`src/rtl/lsu_ctrl_if.sv`:
```
// ---------------------------------------------------------------------------
// lsu_ctrl_if -- data-memory bus between the load/store unit and memory.
//
// Signals (suffixes are from the LSU's point of view):
//   dmem_req_o     LSU -> mem   access request, held until granted
//   dmem_we_o      LSU -> mem   1 = store, 0 = load
//   dmem_addr_o    LSU -> mem   word-aligned address
//   dmem_be_o      LSU -> mem   byte enables
//   dmem_wdata_o   LSU -> mem   store data, replicated across lanes
//   dmem_gnt_i     mem -> LSU   request accepted
//   dmem_rvalid_i  mem -> LSU   read data valid
//   dmem_rdata_i   mem -> LSU   read data (full word)
//
// Modports: master (LSU side), slave (memory side).
// ---------------------------------------------------------------------------
interface lsu_ctrl_if;
    logic        dmem_req_o;
    logic        dmem_we_o;
    logic [31:0] dmem_addr_o;
    logic [3:0]  dmem_be_o;
    logic [31:0] dmem_wdata_o;
    logic        dmem_gnt_i;
    logic        dmem_rvalid_i;
    logic [31:0] dmem_rdata_i;

    modport master (
        output dmem_req_o,
        output dmem_we_o,
        output dmem_addr_o,
        output dmem_be_o,
        output dmem_wdata_o,
        input  dmem_gnt_i,
        input  dmem_rvalid_i,
        input  dmem_rdata_i
    );

    modport slave (
        input  dmem_req_o,
        input  dmem_we_o,
        input  dmem_addr_o,
        input  dmem_be_o,
        input  dmem_wdata_o,
        output dmem_gnt_i,
        output dmem_rvalid_i,
        output dmem_rdata_i
    );
endinterface

```
`src/rtl/lsu_ctrl.sv`:
```
// ---------------------------------------------------------------------------
// lsu_ctrl -- MEM-stage load/store controller.
//
// Accepts one load or store from the pipeline, drives it onto the data bus
// (request/grant, then read-valid for loads), stalls the pipeline while the
// access is outstanding and returns size/sign-extended load data.
//
// Ports:
//   clk_i, rst_i         clock, synchronous active-high reset
//   valid_i              MEM-stage instruction valid
//   mem_read_i           load request
//   mem_write_i          store request (wins if both are high)
//   funct3_i             access size/sign: 000 B, 001 H, 010 W, 100 BU, 101 HU
//   addr_i, wdata_i      effective address, store data
//   dmem                 data bus (lsu_ctrl_if.master)
//   stall_o              pipeline stall
//   done_o               one-cycle completion pulse
//   err_o                one-cycle error pulse (illegal/misaligned/timeout)
//   rdata_o              extended load data, held until the next load ends
//
// Parameter:
//   TIMEOUT_CYCLES       bus-wait watchdog limit (only with LSU_TIMEOUT_EN)
//
// Build option:
//   LSU_TIMEOUT_EN       when defined, an access that sits in REQ/WAIT for
//                        TIMEOUT_CYCLES cycles is abandoned with err_o.
//                        When undefined the controller waits indefinitely.
// ---------------------------------------------------------------------------
module lsu_ctrl #(
    parameter int unsigned TIMEOUT_CYCLES = 16
) (
    input  logic        clk_i,
    input  logic        rst_i,
    input  logic        valid_i,
    input  logic        mem_read_i,
    input  logic        mem_write_i,
    input  logic [2:0]  funct3_i,
    input  logic [31:0] addr_i,
    input  logic [31:0] wdata_i,
    lsu_ctrl_if.master  dmem,
    output logic        stall_o,
    output logic        done_o,
    output logic        err_o,
    output logic [31:0] rdata_o
);

    typedef enum logic [1:0] {
        IDLE,
        REQ,
        WAIT,
        DONE
    } state_t;

    state_t      r_state;
    state_t      w_next;

    // Access latched at accept time; drives the bus for the whole access.
    logic [31:0] r_addr;
    logic [1:0]  r_off;
    logic [2:0]  r_f3;
    logic        r_we;
    logic [3:0]  r_be;
    logic [31:0] r_wdata;
    logic [31:0] r_rdata;

    logic        w_access;
    logic        w_legal;
    logic        w_aligned;
    logic        w_accept;
    logic        w_capture;
    logic        w_expire;
    logic [3:0]  w_be;
    logic [31:0] w_wdata;
    logic [31:0] w_shifted;
    logic [31:0] w_ext;

    // A request only counts outside reset so a reset cycle never pulses err_o.
    assign w_access = valid_i & (mem_read_i | mem_write_i) & ~rst_i;

    // ------------------------------------------------------------------
    // Request decode: legality, alignment, byte enables, lane data
    // ------------------------------------------------------------------
    always_comb begin
        w_legal   = 1'b0;
        w_aligned = 1'b0;
        w_be      = 4'b1111;
        w_wdata   = wdata_i;

        // Unsigned variants only exist for loads; a store with both read
        // and write high is treated as a store and so rejects 1xx too.
        case (funct3_i)
            3'b000, 3'b001, 3'b010: w_legal = 1'b1;
            3'b100, 3'b101:         w_legal = ~mem_write_i;
            default:                w_legal = 1'b0;
        endcase

        case (funct3_i[1:0])
            2'b00: begin
                w_aligned = 1'b1;
                w_be      = 4'b0001 << addr_i[1:0];
                w_wdata   = {4{wdata_i[7:0]}};
            end
            2'b01: begin
                w_aligned = ~addr_i[0];
                w_be      = 4'b0011 << {addr_i[1], 1'b0};
                w_wdata   = {2{wdata_i[15:0]}};
            end
            2'b10: begin
                w_aligned = (addr_i[1:0] == 2'b00);
                w_be      = 4'b1111;
                w_wdata   = wdata_i;
            end
            default: begin
                w_aligned = 1'b0;
                w_be      = 4'b1111;
                w_wdata   = wdata_i;
            end
        endcase
    end

    // ------------------------------------------------------------------
    // Load data extraction: move the addressed lane to bit 0, then extend
    // ------------------------------------------------------------------
    assign w_shifted = dmem.dmem_rdata_i >> {r_off, 3'b000};

    always_comb begin
        w_ext = dmem.dmem_rdata_i;
        case (r_f3)
            3'b000:  w_ext = {{24{w_shifted[7]}},  w_shifted[7:0]};
            3'b001:  w_ext = {{16{w_shifted[15]}}, w_shifted[15:0]};
            3'b100:  w_ext = {24'b0, w_shifted[7:0]};
            3'b101:  w_ext = {16'b0, w_shifted[15:0]};
            default: w_ext = dmem.dmem_rdata_i;
        endcase
    end

    // ------------------------------------------------------------------
    // Bus-wait watchdog
    // ------------------------------------------------------------------
`ifdef LSU_TIMEOUT_EN
    localparam int unsigned        WDOG_W    = (TIMEOUT_CYCLES > 1) ? $clog2(TIMEOUT_CYCLES) : 1;
    localparam logic [WDOG_W-1:0]  WDOG_LAST = WDOG_W'(TIMEOUT_CYCLES - 1);

    logic              w_busy;
    logic [WDOG_W-1:0] r_wdog;

    assign w_busy = (r_state == REQ) || (r_state == WAIT);

    // Counter is zero in the first REQ cycle (it is held at zero in IDLE),
    // so the limit is reached in the TIMEOUT_CYCLES-th REQ/WAIT cycle.
    always_ff @(posedge clk_i) begin
        if (rst_i) begin
            r_wdog <= '0;
        end else if (w_busy) begin
            r_wdog <= r_wdog + WDOG_W'(1);
        end else begin
            r_wdog <= '0;
        end
    end

    assign w_expire = w_busy & (r_wdog == WDOG_LAST);
`else
    logic w_unused;

    assign w_expire = 1'b0;
    assign w_unused = (TIMEOUT_CYCLES == 0);
`endif

    // ------------------------------------------------------------------
    // FSM: state register
    // ------------------------------------------------------------------
    always_ff @(posedge clk_i) begin
        if (rst_i) begin
            r_state <= IDLE;
        end else begin
            r_state <= w_next;
        end
    end

    // ------------------------------------------------------------------
    // FSM: next state and control outputs
    // ------------------------------------------------------------------
    always_comb begin
        w_next          = r_state;
        w_accept        = 1'b0;
        w_capture       = 1'b0;
        dmem.dmem_req_o = 1'b0;
        stall_o         = 1'b0;
        done_o          = 1'b0;
        err_o           = 1'b0;

        case (r_state)
            IDLE: begin
                if (w_access) begin
                    if (w_legal && w_aligned) begin
                        w_accept = 1'b1;
                        stall_o  = 1'b1;
                        w_next   = REQ;
                    end else begin
                        err_o = 1'b1;
                    end
                end
            end
            REQ: begin
                dmem.dmem_req_o = 1'b1;
                stall_o         = 1'b1;
                // A grant in the last watchdog cycle still completes.
                if (dmem.dmem_gnt_i) begin
                    if (r_we) begin
                        w_next = DONE;
                    end else if (dmem.dmem_rvalid_i) begin
                        w_capture = 1'b1;
                        w_next    = DONE;
                    end else begin
                        w_next = WAIT;
                    end
                end else if (w_expire) begin
                    err_o  = 1'b1;
                    w_next = IDLE;
                end
            end
            WAIT: begin
                stall_o = 1'b1;
                if (dmem.dmem_rvalid_i) begin
                    w_capture = 1'b1;
                    w_next    = DONE;
                end else if (w_expire) begin
                    err_o  = 1'b1;
                    w_next = IDLE;
                end
            end
            DONE: begin
                done_o = 1'b1;
                w_next = IDLE;
            end
            default: begin
                w_next = IDLE;
            end
        endcase
    end

    // ------------------------------------------------------------------
    // Latched access and load result
    // ------------------------------------------------------------------
    always_ff @(posedge clk_i) begin
        if (rst_i) begin
            r_addr  <= '0;
            r_off   <= '0;
            r_f3    <= '0;
            r_we    <= 1'b0;
            r_be    <= '0;
            r_wdata <= '0;
            r_rdata <= '0;
        end else begin
            if (w_accept) begin
                r_addr  <= {addr_i[31:2], 2'b00};
                r_off   <= addr_i[1:0];
                r_f3    <= funct3_i;
                r_we    <= mem_write_i;
                r_be    <= w_be;
                r_wdata <= w_wdata;
            end
            if (w_capture) begin
                r_rdata <= w_ext;
            end
        end
    end

    assign dmem.dmem_we_o    = r_we;
    assign dmem.dmem_addr_o  = r_addr;
    assign dmem.dmem_be_o    = r_be;
    assign dmem.dmem_wdata_o = r_wdata;
    assign rdata_o           = r_rdata;

endmodule
```
`src/flat_wrapper.sv`:
```
// flat-port wrapper written by rule: the top's interface ports become plain ports
module lsu_ctrl_flat 
#(
    parameter int unsigned TIMEOUT_CYCLES = 16
)
  (clk_i, rst_i, valid_i, mem_read_i, mem_write_i, funct3_i, addr_i, wdata_i, stall_o, done_o, err_o, rdata_o, dmem_dmem_req_o, dmem_dmem_we_o, dmem_dmem_addr_o, dmem_dmem_be_o, dmem_dmem_wdata_o, dmem_dmem_gnt_i, dmem_dmem_rvalid_i, dmem_dmem_rdata_i);
  lsu_ctrl_if dmem_i ();
  input  logic clk_i;
  input  logic rst_i;
  input  logic valid_i;
  input  logic mem_read_i;
  input  logic mem_write_i;
  input  logic [2:0] funct3_i;
  input  logic [31:0] addr_i;
  input  logic [31:0] wdata_i;
  output logic stall_o;
  output logic done_o;
  output logic err_o;
  output logic [31:0] rdata_o;
  output wire logic [$bits(dmem_i.dmem_req_o)-1:0] dmem_dmem_req_o;
  output wire logic [$bits(dmem_i.dmem_we_o)-1:0] dmem_dmem_we_o;
  output wire logic [$bits(dmem_i.dmem_addr_o)-1:0] dmem_dmem_addr_o;
  output wire logic [$bits(dmem_i.dmem_be_o)-1:0] dmem_dmem_be_o;
  output wire logic [$bits(dmem_i.dmem_wdata_o)-1:0] dmem_dmem_wdata_o;
  input wire logic [$bits(dmem_i.dmem_gnt_i)-1:0] dmem_dmem_gnt_i;
  input wire logic [$bits(dmem_i.dmem_rvalid_i)-1:0] dmem_dmem_rvalid_i;
  input wire logic [$bits(dmem_i.dmem_rdata_i)-1:0] dmem_dmem_rdata_i;
  assign dmem_dmem_req_o = dmem_i.dmem_req_o;
  assign dmem_dmem_we_o = dmem_i.dmem_we_o;
  assign dmem_dmem_addr_o = dmem_i.dmem_addr_o;
  assign dmem_dmem_be_o = dmem_i.dmem_be_o;
  assign dmem_dmem_wdata_o = dmem_i.dmem_wdata_o;
  assign dmem_i.dmem_gnt_i = dmem_dmem_gnt_i;
  assign dmem_i.dmem_rvalid_i = dmem_dmem_rvalid_i;
  assign dmem_i.dmem_rdata_i = dmem_dmem_rdata_i;
  lsu_ctrl #(.TIMEOUT_CYCLES(TIMEOUT_CYCLES)) u_core (.clk_i(clk_i), .rst_i(rst_i), .valid_i(valid_i), .mem_read_i(mem_read_i), .mem_write_i(mem_write_i), .funct3_i(funct3_i), .addr_i(addr_i), .wdata_i(wdata_i), .dmem(dmem_i), .stall_o(stall_o), .done_o(done_o), .err_o(err_o), .rdata_o(rdata_o));
endmodule
```
`config.mk`:
```
export PLATFORM = sky130hd
export DESIGN_NAME = lsu_ctrl_flat
export DESIGN_NICKNAME = d
export VERILOG_FILES = /design/src/rtl/lsu_ctrl_if.sv /design/src/rtl/lsu_ctrl.sv /design/src/flat_wrapper.sv
export SDC_FILE = /design/constraint.sdc
export NUM_CORES = 1
export LEC_CHECK = 0
export BUFFER_PORTS_ARGS = -buffer_cell sky130_fd_sc_hd__buf_4
export CAP_MARGIN = 40
export CELL_PAD_IN_SITES_DETAIL_PLACEMENT = 0
export CELL_PAD_IN_SITES_GLOBAL_PLACEMENT = 1
export CORE_UTILIZATION = 37
export DETAILED_ROUTE_END_ITERATION = 8
export GPL_TIMING_DRIVEN = 0
export HOLD_SLACK_MARGIN = 0.03
export MAX_ROUTING_LAYER = met4
export PLACE_DENSITY_LB_ADDON = 0.1
export SYNTH_ARGS = -nofsm -noshare
export SYNTH_HDL_FRONTEND = slang
export SYNTH_SLANG_ARGS = --single-unit
```
`constraint.sdc`:
```
create_clock -name clk_i -period 3.4 [get_ports clk_i]
set_clock_uncertainty 0.2 [all_clocks]
set_input_delay 0.17 -clock clk_i [delete_from_list [all_inputs] [get_ports clk_i]]
set_output_delay 0.17 -clock clk_i [all_outputs]
set_load 0.05 [all_outputs]
```
### After elaboration in Yosys (flattened, before gate mapping)

Index checks and enable logic that the tools add are counted.
Widths: inputs -> output; s select.

| storage, ports and cells | value |
|---|---|
| bits in registers | 106 |
| bits in latches | 0 |
| bits in writable memories | 0 |
| bits in read-only memories | 0 |
| bits of input ports | 106 |
| memories kept | 0 |

| operators by class | value |
|---|---|
| add/subtract/negate cells | 0 |
| multiply operators | 0 |
| div/mod/pow operators | 0 |
| $lt $le $gt $ge | 0 |
| equality and inequality tests | 16 |
| shifts and indexed selects | 3 |
| multiplexer cells | 25 |
| bitwise gates (word level) | 6 |
| reductions and logical operators | 10 |

Operators with widths:

| cell | count |
|---|---|
| $pmux 32 s4 | 1 |
| $pmux 32 s2 | 1 |
| $shr 32x5->16 | 1 |
| $eq 3x3->1 const B | 4 |
| $mux 1 | 12 |
| $mux 2 | 5 |
| $pmux 2 s4 | 1 |
| $pmux 4 s2 | 1 |
| $eq 2x2->1 const B | 3 |
| $eq 3x1->1 const B | 2 |
| $logic_not 2->1 | 3 |
| $logic_not 3->1 | 2 |
| $pmux 1 s2 | 3 |
| $eq 2x1->1 const B | 2 |
| $ne 2x1->1 const B | 2 |
| $ne 2x2->1 const B | 2 |
| $reduce_and 4->1 | 1 |
| $reduce_or 2->1 | 2 |
| $shl 1x2->4 const A | 1 |
| $shl 2x2->4 const A | 1 |
| $eq 3x2->1 const B | 1 |
| $not 1->1 | 3 |
| $pmux 1 s3 | 1 |
| $reduce_or 3->1 | 1 |
| other kinds (3) | 4 |

### Longest topological paths before layout

Gate-level depths: netlist of the first run.

| depth | value |
|---|---|
| word-level depth | 7 |
| mapped depth | 8 |
| mapped depth without buffers | 6 |

### Worst setup path after synthesis of the first run

Ideal clock, no wire load.

| timing | value |
|---|---|
| kind | input to output |
| start | in addr_i[1] |
| end | out stall_o |
| data arrival time | 2.395 ns |
| data required time | 3.030 ns |
| setup slack | 0.635 ns |
| cell stages on the path | 5 |
| buffers on the path | 2 |
| cells stage by stage | or4_1 a2111o_1 clkbuf_1 clkbuf_1 a21oi_1 |

| between the ends | value |
|---|---|
| longest elaborated chain between the ends | 6 |

Ends and longest elaborated chain:

| element | line | text |
|---|---|---|
| start, declared | flat_wrapper.sv:14 | `input logic [31:0] addr_i;` |
| $logic_not 2->1 | lsu_ctrl.sv:109 | `w_aligned = (addr_i[1:0] == 2'b00);` |
| $pmux 1 s3 | lsu_ctrl.sv:97 | `case (funct3_i[1:0])` |
| $logic_and 1x1->1 | lsu_ctrl.sv:195 | `if (w_legal && w_aligned) begin` |
| $mux 1 | lsu_ctrl.sv:195 |  |
| $mux 1 | lsu_ctrl.sv:194 | `if (w_access) begin` |
| $pmux 1 s2 | lsu_ctrl.sv:192 | `case (r_state)` |
| end, declared | flat_wrapper.sv:16 | `output logic stall_o;` |

Every way passes these cells.

### Worst setup path after layout of the first run

| timing | value |
|---|---|
| start | in addr_i[0] |
| end | out stall_o |

| between the ends | value |
|---|---|
| longest elaborated chain between the ends | 6 |
| elaborated cells between the ends (all ways) | 7 |

Ends and longest elaborated chain:

| element | line |
|---|---|
| $logic_not 2->1 or $not 1->1 (tied branches) | lsu_ctrl.sv:109, lsu_ctrl.sv:104 |
| $pmux 1 s3 * | lsu_ctrl.sv:97 |
| $logic_and 1x1->1 * | lsu_ctrl.sv:195 |
| $mux 1 * | lsu_ctrl.sv:195 |
| $mux 1 * | lsu_ctrl.sv:194 |
| $pmux 1 s2 * | lsu_ctrl.sv:192 |

Every way passes the cells marked *; elsewhere a longest branch is shown, timed or not.

==> results.tsv, run 1 <==
stage	metric	value	unit
clock_network	clockBufferDepth	2	
die	dieArea	13800	um^2
synthesis	netlist-cell-type-count	44	
final_layout	antenna_cells	0	
synthesis	synthXorXnorAreaFrac	0	%
sta	fmax	323	MHz
die	fp.coreArea	12800	um^2
die	initial_utilization	38.4	%
flow_run	drv_cap	0	
clock_network	cts_buffers	9	
pwr	combPwrFrac	20.2	%
final_layout	fillers	1180	
placement	dp_hpwl	12800	um
die	row_count	41	
final_layout	layout_commonest_cell	buf_4	
final_layout	stdcell_area	7840	um^2
routing	first_pass_iters	6	
pwr	p_int	2120	uW
sta	period_share	91.1	%
clock_network	clkSlewWorstSetupHoldPaths	70	ps
sta	finalSetupTns	0	ps
global_route	grt_overflow	0	
synthesis	synth_enable_flop_cells	0	
die	num_io_pins	211	
die	fp.dieH	117	um
sta	worst_pin_slew	701	ps
synthesis	netlist_area	4930	um^2
final_layout	multi_input_area	2570	um^2
routing	vias	5426	
global_route	track_usage	25.6	%
setup_path	crit_arrival	2730	ps
global_route	grt_pass1_vias	5337	
final_layout	syn_to_final_growth	58.9	%
final_layout	final_cell_mix	buf_4 (212), nand2_1 (120), dfxtp_1 (106), dlygate4sd3_1 (82), a21oi_1 (69)	
routing	post_drt_wl_per_cell	16.2	um
global_route	grt_max_degree	17	
final_layout	seqCellArea	2120	um^2
pwr	p_per_area	374	nW/um^2
placement	io_buffers	207	
pwr	p_seq_share	44.0	%
sta	layout_min_cycle_time	3100	ps
synthesis	synthArstFlopShare	0	%
synthesis	synth.avg_cell_area	8.39	um^2
synthesis	yosysWarningCount	0	
clock_network	insertion_delay	340	ps
global_route	antenna_found_initial	0	
routing	vias_per_cell	5.09	
min_path	hold_path.class	in -> reg	
synthesis	synth_mux_area_share	11.1	%
setup_path	critical_path_class	in -> out	
final_layout	drive_gt1_share	26.7	%
routing	final_antenna_net_count	0	
pwr	ir_drop	0.000273	V
setup_path	required	3030	ps
sta	finalHoldViolations	0	
sta	rsz0062_at_grt	false	
routing	drc	0	
sta	setup_viol_count_final	0	
sta	slew_headroom	53.2	%
synthesis	synth_top_family_by_area	compound AO/OA/AOI/OAI gates	
run_status	status	complete, no violations	
setup_path	worstSetupEndpointType	output pin	
synthesis	synth_compound_area_share	21.6	%
placement	placed_cell_area	6700	um^2
final_layout	finalNonFillerCells	1067	
placement	gp_congestion	0.915	
pwr	p_leak	0.00319	uW
synthesis	synth_simple_gate_area_share	18.0	%
pwr	p_sw	805	uW
clock_network	cts_root_buf	clkbuf_16	
clock_network	htree_levels	3	
synthesis	synth_flop_cell	dfxtp_1	
pwr	swShare	27.5	%
sta	slew_viol_final	0	
synthesis	synth.yosys.seq_area_share	43.0	%
setup_path	start_kind	input pin	
routing	wirelength	17300	um
clock_network	numClockSinks	106	
placement	dp.cells	968	
synthesis	synth_cells	588	
synthesis	synth_adder_area_share	1.27	%
clock_network	cts_tree	built	
final_layout	nets	1001	
global_route	grt_pass1_wl	27300	um
synthesis	ys_seq_elements	106	
pwr	clock_power_share	35.8	%
setup_path	critPathMaxFanout	18	
routing	drt_iter0_markers	334	
die	dieWidth	117	um
[cells in the mapped netlist (all sizes together), types with 2 or more instances]
master / count / share of area, %
nand2: 120 / 9.1
dfxtp: 106 / 43
a21oi: 69 / 7.0
mux2i: 47 / 9.5
clkbuf: 43 / 3.3
nor2: 30 / 2.3
o21ai: 26 / 2.6
and2: 16 / 2.0
a211oi: 11 / 1.7
a311oi: 11 / 2.0
buf: 10 / 1.1
nor2b: 9 / 1.1
o211ai: 9 / 1.4
a2bb2oi: 7 / 1.2
inv: 7 / 0.53
nand3b: 7 / 1.1
o221ai: 7 / 1.2
o2bb2ai: 7 / 1.2
o41ai: 7 / 1.2
ha: 5 / 1.3
nand2b: 4 / 0.51
nor3: 4 / 0.41
mux2: 3 / 0.69
or4: 3 / 0.46
mux4: 2 / 0.91
nor4: 2 / 0.25
[power by group through the flow]
stage | clock (uW) | sequential [uW] | combinational [uW]
after CTS | 1080 | 1290 | 586
after detailed placement | 0 | 1320 | 510
after global placement | 0 | 1320 | 505
after global routing | 1140 | 1290 | 633
after floorplan | 0 | 1410 | 194
final | 1050 | 1290 | 592
[flip-flops by register name, indices dropped and copies added (netlist names)]
name and cells:
u_core.dmem.dmem_wdata_o 32, u_core.dmem.dmem_addr_o 30, u_core.dmem.dmem_be_o 4, u_core.r_f3 3, u_core.dmem.dmem_we_o 1, u_core.r_state 2
u_core.r_off 2, u_core.rdata_o 32
[worst max-delay path, stage by stage]
cell and delay (ps):
dlygate4sd3_1 560, buf_4 160, or4_1 580, a2111o_1 760, a21oi_1 270, buf_4 220
[worst paths after layout]
kind	start	cells past startpoint	slack, ps	end
worst max-delay path	addr_i[0]	6	300	stall_o
worst min register to register	u_core.dmem.dmem_addr_o[13]	2	260	u_core.dmem.dmem_addr_o[13]
worst min-delay path	dmem_dmem_rdata_i[25]	4	60	u_core.rdata_o[25]
worst max register to register	u_core.r_state[0]	8	780	u_core.dmem.dmem_wdata_o[9]
[layout make-up]
cell class | count | area share (%)
multi-input combinational | 422 | 32.8
timing repair buffer | 292 | 30.6
sequential | 106 | 27.1
clock buffer | 12 | 3.14
tap | 172 | 2.75
buffer | 51 | 2.63
clock inverter | 4 | 0.655
inverter | 8 | 0.383
[logic make-up (layout without fill, tap and decap cells)]
family                   Yosys count  after routing
AND/OR/NAND/NOR                  200            200
AO/OA/AOI/OAI                    163            163
flip-flops                       106            106
buffers and inverters             61            367
multiplexers                      52             52
adder cells (fa/ha/maj)            5              5
other                              1              2
[layer usage]
metal,track usage [%],vias to the layer above,part of all wire [%]
met3,4.47,30,6.3
met2,40.1,208,47
met5,-,-,0
met1,32.7,2517,45
met4,10.2,0,2.2
li1,-,2671,-
[repair_timing]
item	4_1_cts	5_1_grt
buffers inserted	0	3
hold buffers	82	0
endpoints found under the setup margin	0	4
gates resized for setup	0	0
endpoints found under the hold margin	85	0
[per-stage QoR]
stage	setup slack, ps	total power, uW	hold slack [ps]	util (%)
after global routing	135	3060	64.7	61.1
final	302	2930	59.8	61.1
after global placement	594	1820	218	52.3
after CTS	21.4	2960	45.9	61.0
after floorplan	635	1610	106	-
after detailed placement	565	1830	226	52.3
No activity file was read; power rests on OpenSTA's default activity.
==> run 2: changes to the inputs <==
--- a/config.mk
+++ b/config.mk
@@ -12,7 +12,7 @@
 export CORE_UTILIZATION = 37
 export DETAILED_ROUTE_END_ITERATION = 8
 export GPL_TIMING_DRIVEN = 0
-export HOLD_SLACK_MARGIN = 0.03
+export HOLD_SLACK_MARGIN = 0.15
 export MAX_ROUTING_LAYER = met4
 export PLACE_DENSITY_LB_ADDON = 0.1
 export SYNTH_ARGS = -nofsm -noshare
==> results.tsv, run 2 (same netlist as run 1, synthesis figures left out) <==
stage	metric	value	unit
die	fp.coreArea	12800	um^2
clock_network	cts_root_buf	clkbuf_16	
routing	drc	0	
routing	vias	5526	
sta	finalHoldViolations	0	
clock_network	htree_levels	3	
sta	fmax	324	MHz
clock_network	clkSlewWorstSetupHoldPaths	70	ps
placement	io_buffers	207	
clock_network	cts_buffers	9	
pwr	finalPower	2950	uW
setup_path	start_kind	input pin	
final_layout	drive_gt1_share	26.0	%
clock_network	clockBufferDepth	2	
min_path	hold_path.class	in -> reg	
clock_network	numClockSinks	106	
pwr	p_leak	0.00330	uW
final_layout	antenna_cells	0	
setup_path	crit_arrival	2720	ps
routing	vias_per_cell	5.06	
run_status	status	complete, no violations	
die	dieWidth	117	um
sta	slew_headroom	53.5	%
placement	dp_hpwl	12800	um
final_layout	final_cell_mix	buf_4 (212), nand2_1 (120), dlygate4sd3_1 (108), dfxtp_1 (106), a21oi_1 (69)	
setup_path	worstSetupEndpointType	output pin	
global_route	grt_max_degree	17	
routing	post_drt_wl_per_cell	16.0	um
sta	finalSetupTns	0	ps
global_route	grt_pass1_wl	27700	um
setup_path	critPathMaxFanout	18	
pwr	p_per_area	364	nW/um^2
routing	drt_iter0_markers	322	
sta	rsz0062_at_grt	false	
sta	layout_min_cycle_time	3090	ps
flow_run	drv_cap	0	
die	fp.dieH	117	um
min_path	holdPathStages	4	
setup_path	worst-r2r-cell-count	8	
setup_path	path_depth	6	
die	initial_utilization	38.4	%
routing	first_pass_iters	5	
pwr	ir_drop	0.000273	V
setup_path	cpMostUsedCell	buf_4	
placement	gp_congestion	0.915	
setup_path	worst_path_max_delay_cell	a2111o_1	
die	row_count	41	
sta	worst_pin_slew	698	ps
sta	slew_viol_final	0	
sta	period_share	90.9	%
setup_path	critPathTopFamily	compound AO/OA/AOI/OAI gates	
setup_path	critPathMaxStageDelay	760	ps
clock_network	insertion_delay	350	ps
setup_path	critical_path_class	in -> out	
global_route	grt_overflow	0	
global_route	track_usage	26.0	%
setup_path	cp_num_buf_inv	3	
routing	final_antenna_net_count	0	
routing	wirelength	17500	um
die	dieArea	13800	um^2
final_layout	layout_commonest_cell	buf_4	
setup_path	crit_chain	dlygate4sd3_1 > buf_4 > or4_1 > a2111o_1 > a21oi_1 > buf_4	
sta	setup_viol_count_final	0	
clock_network	ctsResizeCount	0	
final_layout	syn_to_final_growth	64.2	%
global_route	antenna_found_initial	0	
clock_network	cts_tree	built	
global_route	grt_pass1_vias	5477	
final_layout	nets	1027	
die	num_io_pins	211	
setup_path	required	3030	ps
[run 2: cell count changes in the layout (fill, tap and decap cells not counted)]
cell,previous run,this run
dlygate4sd3_1,82,108
[run 2: cell type report]
type	count	area, um^2
sequential	106	2120
inverter	8	30.0
clock buffer	12	246
clock inverter	4	51.3
buffer	51	206
fill	1141	4730
tap	172	215
timing repair buffer	318	2660
multi-input combinational	422	2570
[run 2: final timing paths]
kind              slack, ps                           to                        start
setup reg to reg        530           u_core.rdata_o[14]            u_core.r_state[1]
setup / recovery        310                      stall_o                    addr_i[0]
hold / removal          180            u_core.r_state[1]              dmem_dmem_gnt_i
hold reg to reg         260  u_core.dmem.dmem_addr_o[13]  u_core.dmem.dmem_addr_o[13]
[run 2: per-layer routing]
layer  share of wire, %  GRT usage [%]  vias to the layer above
met2                 47           40.5                      199
met5                  0              -                        -
met3                5.8           4.47                       32
met4                2.5           11.4                        0
li1                   -              -                     2720
met1                 45           33.0                     2575
[run 2: power by group]
part | switching (uW) | leakage, uW | internal, uW
Sequential | 17.9 | 0.000857 | 1270
Clock | 459 | 0.000143 | 592
Combinational | 334 | 0.00230 | 276
[run 2: per-stage QoR]
step                      hold slack [ps]  util, %  setup slack (ps)  area, um^2  instances
after global routing                  186     63.1               135        8100       1093
after detailed placement              226     52.3               565        6700        968
final                                 185     63.1               310        8100       1093
after global placement                218     52.3               594        6700        968
after floorplan                       106        -               635        4930        589
after CTS                             161     63.0              21.4        8080       1092
[run 2: what timing repair did]
item | CTS | global route
setup endpoints to repair | 0 | 8
hold buffers | 108 | 0
endpoints found under the hold margin | 104 | 0
buffers inserted | 0 | 3
[run 2: worst reg2reg max path, stage by stage, from the launching register on]
cell           delay, ps
dfxtp_1              400
inv_1                100
ha_1                 220
and3b_1              180
o211ai_1             450
clkbuf_1             430
nand3b_1             140
o41ai_1               90
dlygate4sd3_1        610
